<file path="config.mk">
export PLATFORM = sky130hd
export DESIGN_NAME = dsp_mac_array_flat
export DESIGN_NICKNAME = d
export VERILOG_FILES = /design/src/rtl/dsp_mac_array_if.sv /design/src/rtl/dsp_mac_array.sv /design/src/flat_wrapper.sv
export SDC_FILE = /design/constraint.sdc
export NUM_CORES = 2
export LEC_CHECK = 0
export ABC_AREA = 1
export CORE_ASPECT_RATIO = 0.9
export CORE_MARGIN = 2
export CORE_UTILIZATION = 55
export DETAILED_ROUTE_END_ITERATION = 10
export PLACE_DENSITY_LB_ADDON = 0.08
export SETUP_SLACK_MARGIN = 0.1
export SYNTH_ARGS = -nofsm -noshare
export SYNTH_HDL_FRONTEND = slang
export SYNTH_SLANG_ARGS = --single-unit
</file>
<file path="constraint.sdc">
create_clock -name clk -period 9.6 [get_ports clk]
set_input_delay 1.92 -clock clk [delete_from_list [all_inputs] [get_ports clk]]
set_output_delay 1.92 -clock clk [all_outputs]
set_load 0.03 [all_outputs]
</file>
<file path="src/rtl/dsp_mac_array_if.sv">
// Bus bundle for dsp_mac_array: sample input stream, coefficient load,
// frame control and the frame-result output stream.
//
// Handshake rule, both streams: a transfer happens on a rising clk edge
// where valid && ready are both high. The producer holds valid and its
// payload stable until that transfer. The consumer may raise or lower
// ready freely.
interface dsp_mac_array_if #(
    parameter int NCH = 4,
    parameter int DW  = 16,
    parameter int CW  = 16,
    parameter int LW  = 8
) ();
    localparam int OW = DW + CW;

    logic                 in_valid;
    logic                 in_ready;
    logic [NCH*DW-1:0]    in_data;
    logic                 coef_load;
    logic [NCH*CW-1:0]    coef_in;
    logic [LW-1:0]        acc_len;
    logic                 sat_en;
    logic                 clear;
    logic                 out_valid;
    logic                 out_ready;
    logic [NCH*OW-1:0]    out_data;
    logic [NCH-1:0]       out_ovf;
    logic                 ovf_sticky;
    logic [7:0]           frame_count;

    // Engine side
    modport slave (
        input  in_valid, in_data, coef_load, coef_in, acc_len, sat_en, clear, out_ready,
        output in_ready, out_valid, out_data, out_ovf, ovf_sticky, frame_count
    );

    // Front-end / post-processing side
    modport master (
        output in_valid, in_data, coef_load, coef_in, acc_len, sat_en, clear, out_ready,
        input  in_ready, out_valid, out_data, out_ovf, ovf_sticky, frame_count
    );
endinterface

</file>
<file path="src/rtl/dsp_mac_array.sv">
// N-channel multiply-accumulate engine. Three stages: sample register (S1),
// product register (S2), accumulate / frame-end (S3) feeding a held output
// register. One global advance signal stalls every stage, bubbles included,
// while a result waits for downstream.
module dsp_mac_array #(
    parameter int NCH   = 4,
    parameter int DW    = 16,
    parameter int CW    = 16,
    parameter int GUARD = 8,
    parameter int LW    = 8
) (
    input  logic             clk,
    input  logic             rst_n,
    dsp_mac_array_if.slave   bus
);
    localparam int OW = DW + CW;
    localparam int AW = OW + GUARD;

    logic                      s1_valid_q;
    logic [NCH*DW-1:0]         s1_data_q;
    logic [NCH*CW-1:0]         coef_q;
    logic                      s2_valid_q;
    logic [NCH-1:0][OW-1:0]    prod_q;
    logic [NCH-1:0][AW-1:0]    acc_q;
    logic [LW-1:0]             cnt_q;
    logic [LW-1:0]             len_q;
    logic                      out_valid_q;
    logic [NCH-1:0][OW-1:0]    out_data_q;
    logic [NCH-1:0]            out_ovf_q;
    logic                      ovf_sticky_q;
    logic [7:0]                frame_count_q;

    logic                      adv;
    logic                      accept;
    logic                      s3_fire;
    logic                      frame_end;
    logic [LW-1:0]             len_d;
    logic [NCH-1:0][OW-1:0]    prod_d;
    logic [NCH-1:0][AW-1:0]    sum_d;
    logic [NCH-1:0][OW-1:0]    conv_d;
    logic [NCH-1:0]            ovf_d;

    // Stall everything only while a presented result is being refused.
    assign adv       = !(out_valid_q && !bus.out_ready);
    assign accept    = bus.in_valid && adv;
    assign s3_fire   = adv && s2_valid_q;
    // At frame start the live acc_len applies (0 means 1); mid-frame the latched length.
    assign len_d     = (cnt_q != '0) ? len_q : ((bus.acc_len == '0) ? LW'(1) : bus.acc_len);
    assign frame_end = s3_fire && (cnt_q == len_d - LW'(1));

    // Per-channel product, running sum, range check and output conversion.
    always_comb begin
        prod_d = '0;
        sum_d  = '0;
        conv_d = '0;
        ovf_d  = '0;
        for (int k = 0; k < NCH; k++) begin
            prod_d[k] = $signed({{CW{s1_data_q[k*DW+DW-1]}}, s1_data_q[k*DW +: DW]}) *
                        $signed({{DW{coef_q[k*CW+CW-1]}}, coef_q[k*CW +: CW]});
            sum_d[k]  = acc_q[k] + {{GUARD{prod_q[k][OW-1]}}, prod_q[k]};
            // In range only if the bits above the OW-bit sign all copy it.
            ovf_d[k]  = !((&sum_d[k][AW-1:OW-1]) || !(|sum_d[k][AW-1:OW-1]));
            conv_d[k] = sum_d[k][OW-1:0];
            if (ovf_d[k] && bus.sat_en) begin
                conv_d[k] = sum_d[k][AW-1] ? {1'b1, {(OW-1){1'b0}}} : {1'b0, {(OW-1){1'b1}}};
            end
        end
    end

    // Coefficients follow coef_load independently of stalls; clear keeps them.
    always_ff @(posedge clk or negedge rst_n) begin
        if (!rst_n) begin
            coef_q <= '0;
        end else if (bus.coef_load) begin
            coef_q <= bus.coef_in;
        end
    end

    // S1 sample capture and S2 product register, both frozen on stall.
    always_ff @(posedge clk or negedge rst_n) begin
        if (!rst_n) begin
            s1_valid_q <= 1'b0;
            s1_data_q  <= '0;
            s2_valid_q <= 1'b0;
            prod_q     <= '0;
        end else if (bus.clear) begin
            s1_valid_q <= 1'b0;
            s2_valid_q <= 1'b0;
        end else if (adv) begin
            s1_valid_q <= accept;
            if (accept) begin
                s1_data_q <= bus.in_data;
            end
            s2_valid_q <= s1_valid_q;
            if (s1_valid_q) begin
                prod_q <= prod_d;
            end
        end
    end

    // S3 accumulators and sample counter; frame end restarts both at zero.
    always_ff @(posedge clk or negedge rst_n) begin
        if (!rst_n) begin
            acc_q <= '0;
            cnt_q <= '0;
            len_q <= LW'(1);
        end else if (bus.clear) begin
            acc_q <= '0;
            cnt_q <= '0;
        end else if (s3_fire) begin
            if (cnt_q == '0) begin
                len_q <= len_d;
            end
            if (frame_end) begin
                acc_q <= '0;
                cnt_q <= '0;
            end else begin
                acc_q <= sum_d;
                cnt_q <= cnt_q + LW'(1);
            end
        end
    end

    // Result register, downstream handshake, frame counter and sticky overflow.
    always_ff @(posedge clk or negedge rst_n) begin
        if (!rst_n) begin
            out_valid_q   <= 1'b0;
            out_data_q    <= '0;
            out_ovf_q     <= '0;
            ovf_sticky_q  <= 1'b0;
            frame_count_q <= '0;
        end else if (bus.clear) begin
            out_valid_q   <= 1'b0;
            out_ovf_q     <= '0;
            ovf_sticky_q  <= 1'b0;
            frame_count_q <= '0;
        end else begin
            if (out_valid_q && bus.out_ready) begin
                frame_count_q <= frame_count_q + 8'd1;
                ovf_sticky_q  <= ovf_sticky_q | (|out_ovf_q);
            end
            // frame_end implies adv, so a held result is never overwritten.
            if (frame_end) begin
                out_valid_q <= 1'b1;
                out_data_q  <= conv_d;
                out_ovf_q   <= ovf_d;
            end else if (bus.out_ready) begin
                out_valid_q <= 1'b0;
            end
        end
    end

    assign bus.in_ready    = adv;
    assign bus.out_valid   = out_valid_q;
    assign bus.out_data    = out_data_q;
    assign bus.out_ovf     = out_ovf_q;
    assign bus.ovf_sticky  = ovf_sticky_q;
    assign bus.frame_count = frame_count_q;
endmodule
</file>
<file path="src/flat_wrapper.sv">
// flat-port wrapper written by rule: the top's interface ports become plain ports
module dsp_mac_array_flat 
#(
    parameter int NCH   = 4,
    parameter int DW    = 16,
    parameter int CW    = 16,
    parameter int GUARD = 8,
    parameter int LW    = 8
)
  (clk, rst_n, bus_in_valid, bus_in_data, bus_coef_load, bus_coef_in, bus_acc_len, bus_sat_en, bus_clear, bus_out_ready, bus_in_ready, bus_out_valid, bus_out_data, bus_out_ovf, bus_ovf_sticky, bus_frame_count);
  dsp_mac_array_if #(.NCH(NCH), .DW(DW), .CW(CW), .LW(LW)) bus_i ();
  input  logic clk;
  input  logic rst_n;
  input wire logic [$bits(bus_i.in_valid)-1:0] bus_in_valid;
  input wire logic [$bits(bus_i.in_data)-1:0] bus_in_data;
  input wire logic [$bits(bus_i.coef_load)-1:0] bus_coef_load;
  input wire logic [$bits(bus_i.coef_in)-1:0] bus_coef_in;
  input wire logic [$bits(bus_i.acc_len)-1:0] bus_acc_len;
  input wire logic [$bits(bus_i.sat_en)-1:0] bus_sat_en;
  input wire logic [$bits(bus_i.clear)-1:0] bus_clear;
  input wire logic [$bits(bus_i.out_ready)-1:0] bus_out_ready;
  output wire logic [$bits(bus_i.in_ready)-1:0] bus_in_ready;
  output wire logic [$bits(bus_i.out_valid)-1:0] bus_out_valid;
  output wire logic [$bits(bus_i.out_data)-1:0] bus_out_data;
  output wire logic [$bits(bus_i.out_ovf)-1:0] bus_out_ovf;
  output wire logic [$bits(bus_i.ovf_sticky)-1:0] bus_ovf_sticky;
  output wire logic [$bits(bus_i.frame_count)-1:0] bus_frame_count;
  assign bus_i.in_valid = bus_in_valid;
  assign bus_i.in_data = bus_in_data;
  assign bus_i.coef_load = bus_coef_load;
  assign bus_i.coef_in = bus_coef_in;
  assign bus_i.acc_len = bus_acc_len;
  assign bus_i.sat_en = bus_sat_en;
  assign bus_i.clear = bus_clear;
  assign bus_i.out_ready = bus_out_ready;
  assign bus_in_ready = bus_i.in_ready;
  assign bus_out_valid = bus_i.out_valid;
  assign bus_out_data = bus_i.out_data;
  assign bus_out_ovf = bus_i.out_ovf;
  assign bus_ovf_sticky = bus_i.ovf_sticky;
  assign bus_frame_count = bus_i.frame_count;
  dsp_mac_array #(.NCH(NCH), .DW(DW), .CW(CW), .GUARD(GUARD), .LW(LW)) u_core (.clk(clk), .rst_n(rst_n), .bus(bus_i));
endmodule
</file>
==> impl_metrics.json <==
{
  "port_buffers": 285,
  "nNetsFinal": 11300,
  "ys_seq_area_share_pct": 19.5,
  "antenna_left": 0,
  "gp_congestion": 0.951,
  "htreeDepth": 3,
  "die_area_um2": 138000,
  "timing.fmax_mhz": 139,
  "grt_pass1_vias": 61200,
  "postCtsResizedCells": 0,
  "end_kind": "flip-flop",
  "vias": 60500,
  "drtIter0Drc": 4897,
  "antenna_found_initial": 3,
  "grt_pass1_wl_mm": 332,
  "relSlewSlack_pct": 16.4,
  "crit_top_cell": "fa_1",
  "clk_pin_slew_worst_paths_ps": 60,
  "fin_cells": 11400,
  "clock_skew_ps": 57.3,
  "clkLatencyLatePin_ps": 730,
  "arrival_ps": 7760,
  "dp.cells": 11300,
  "cpMaxStageDelayCell": "nor4_1",
  "hold_viol_final": 0,
  "rsz0062_at_grt": "no",
  "post-dp-hpwl_mm": 162,
  "synth_top_family_by_area": "adder cells",
  "cts_sinks": 576,
  "yosys.area.top_type_share_pct": 28.4,
  "cap_violations": 0,
  "fp-row-count": 127,
  "synth-xor-area-share_pct": 2.61,
  "post-route-util_pct": 60.3,
  "synth-simple-area-share_pct": 21.1,
  "dr_wl_met3_mm": 14.3,
  "maxUsedRoutingLayer": "met4",
  "rrSetupSlack_ps": 2430,
  "synth_nets": 11300,
  "synth_top_cell_by_area": "fa_1",
  "cts-buffers-inserted": 72,
  "syn_area_um2": 74100,
  "dr.pass1.iters": 6,
  "cp_cell_sequence": "nand2_1 -> fa_1 -> inv_1 -> fa_1 -> fa_1 -> fa_1 -> fa_1 -> inv_1 -> fa_1 -> inv_1 -> ha_1 -> nand2_1 -> nor4_1 -> nand4_1 -> nand3_1 -> nand2_1 -> nand2_1 -> a31oi_1 -> or2_2 -> nand3_1 -> nand2_1",
  "synthArstFlopShare_pct": 100,
  "path_buf_inv": 3,
  "start_util_pct": 55.5,
  "die_x_um": 391,
  "cp.required_ps": 10180,
  "avgSynthCellArea_um2": 7.69,
  "synth_compound_area_share_pct": 5.61,
  "tightest_slew_ps": 1250,
  "syn_inst": 9628,
  "wl_met2_mm": 89.3,
  "startpoint_type": "flip-flop",
  "grt_max_degree": 156,
  "wl_per_cell_um": 17.6,
  "yosysMostFrequentCell": "nand2_1",
  "ys_types": 46,
  "clock_tree.root_cell": "clkbuf_16",
  "crit_family": "adder cells",
  "synth_edf_count": 0,
  "synthTopCellsByArea": "fa_1 (28%), dfrtp_1 (19%), nand2_1 (14%)",
  "routed_wl_mm": 202,
  "gr-total-overflow": 0,
  "drive_gt1_share_pct": 3.87,
  "ys_ff_latch": 576,
  "vias_per_cell": 5.29,
  "core_um2": 133000,
  "setup_viol": 0,
  "pin_count": 286,
  "wl_met1_mm": 94.2,
  "synthAdderAreaFrac_pct": 36.7,
  "drc": 0,
  "post-route-period-util_pct": 74.7,
  "crit_path_max_incr_delay_ps": 950,
  "min_path_type": "flip-flop to flip-flop",
  "grt_use_total_pct": 30.1,
  "post_cts_buffers": 0,
  "drv_slew": 0,
  "area_growth_pct": 8.63,
  "synth_warnings": 0,
  "cts_tree": "done",
  "die_y_um": 352,
  "diodes": 0,
  "status": "completed",
  "crit_type": "flip-flop to flip-flop",
  "critPathMaxFanout": 17,
  "synth_mux_area_share_pct": 1.89,
  "synthFlopType": "dfrtp_1",
  "synth_commonest_cells": "nand2_1 (2861), inv_1 (2067), fa_1 (1052), dfrtp_1 (575), nor2_1 (519)",
  "finalCriticalPeriod_ps": 7170,
  "fin_tns_setup_ps": 0,
  "clk_path_buf_depth": 3,
  "holdBufCountCts": 0
}
## sequential cells by signal, summed over array words and instances (netlist names)
signal and count:
u_core.len_q 8, u_core.coef_q 64, u_core.bus.ovf_sticky 1, u_core.bus.frame_count 8, u_core.cnt_q 8, u_core.s2_valid_q 1, u_core.s1_data_q 64, u_core.bus.out_valid 1
u_core.acc_q 160, u_core.s1_valid_q 1, u_core.bus.out_data 128, u_core.prod_q 128, u_core.bus.out_ovf 4
## kinds of logic (layout without fill, tap and decap cells)
kind of cell | Yosys count | in the layout
fa+ha+maj | 1540 | 1540
buf+inv | 2465 | 2531
compound gates | 777 | 777
flops | 576 | 576
mux | 124 | 124
xor+xnor | 221 | 221
simple gates | 3925 | 3925
## cell usage in the layout, fill, tap and decap left out, types with 124 or more instances in the layout
cell type	count
mux2_2	124
fa_1	1052
nand2_1	2859
ha_1	488
a21oi_1	377
clkdlybuf4s50_1	283
o21ai_0	233
nor2_1	518
dfrtp_1	575
nand3_1	377
inv_1	2067
## path summary, 6_finish.rpt
path	end	from	depth (start not counted)
max in group asynchronous	u_core.coef_q[51]$_DFFE_PN0P_	rst_n	3
min	u_core.prod_q[84]$_DFFE_PN0P_	u_core.prod_q[84]$_DFFE_PN0P_	2
min in group asynchronous	u_core.bus.out_data[21]$_DFFE_PN0P_	rst_n	1
min reg2reg	u_core.prod_q[84]$_DFFE_PN0P_	u_core.prod_q[84]$_DFFE_PN0P_	2
max reg2reg	u_core.prod_q[28]$_DFFE_PN0P_	u_core.coef_q[2]$_DFFE_PN0P_	21
max	u_core.prod_q[28]$_DFFE_PN0P_	u_core.coef_q[2]$_DFFE_PN0P_	21
## cell type report
type                       instances  area [um2]
timing repair buffer             316        3130
clock buffer                      86        1930
sequential                       576       14400
multi-input combinational       6587       50300
tap                             1741        2180
inverter                        2082        7820
clock inverter                    47         696
fill                           12300       53000
## metal layers
metal	vias to the layer above	GRT usage [%]
met4	0	5.77
met3	224	4.48
met2	1855	46.0
met1	29800	45.7
met5	-	0
li1	28700	-
## tightest hold or removal path: stages, from the launching register on
cell     delay (ps)
dfrtp_1         340
nand2_1          50
nand2_1          60
## stage by stage
step	hold slack (ps)	setup slack, ps	area [um2]
floorplan	446	3710	74100
global placement	467	2890	77800
detailed placement	471	2650	77800
CTS	485	2610	80500
global route	499	2070	80500
finish	484	2430	80500
Power is not shown: default switching activity piles up to over one toggle a cycle in this logic, so the estimate is an artifact.
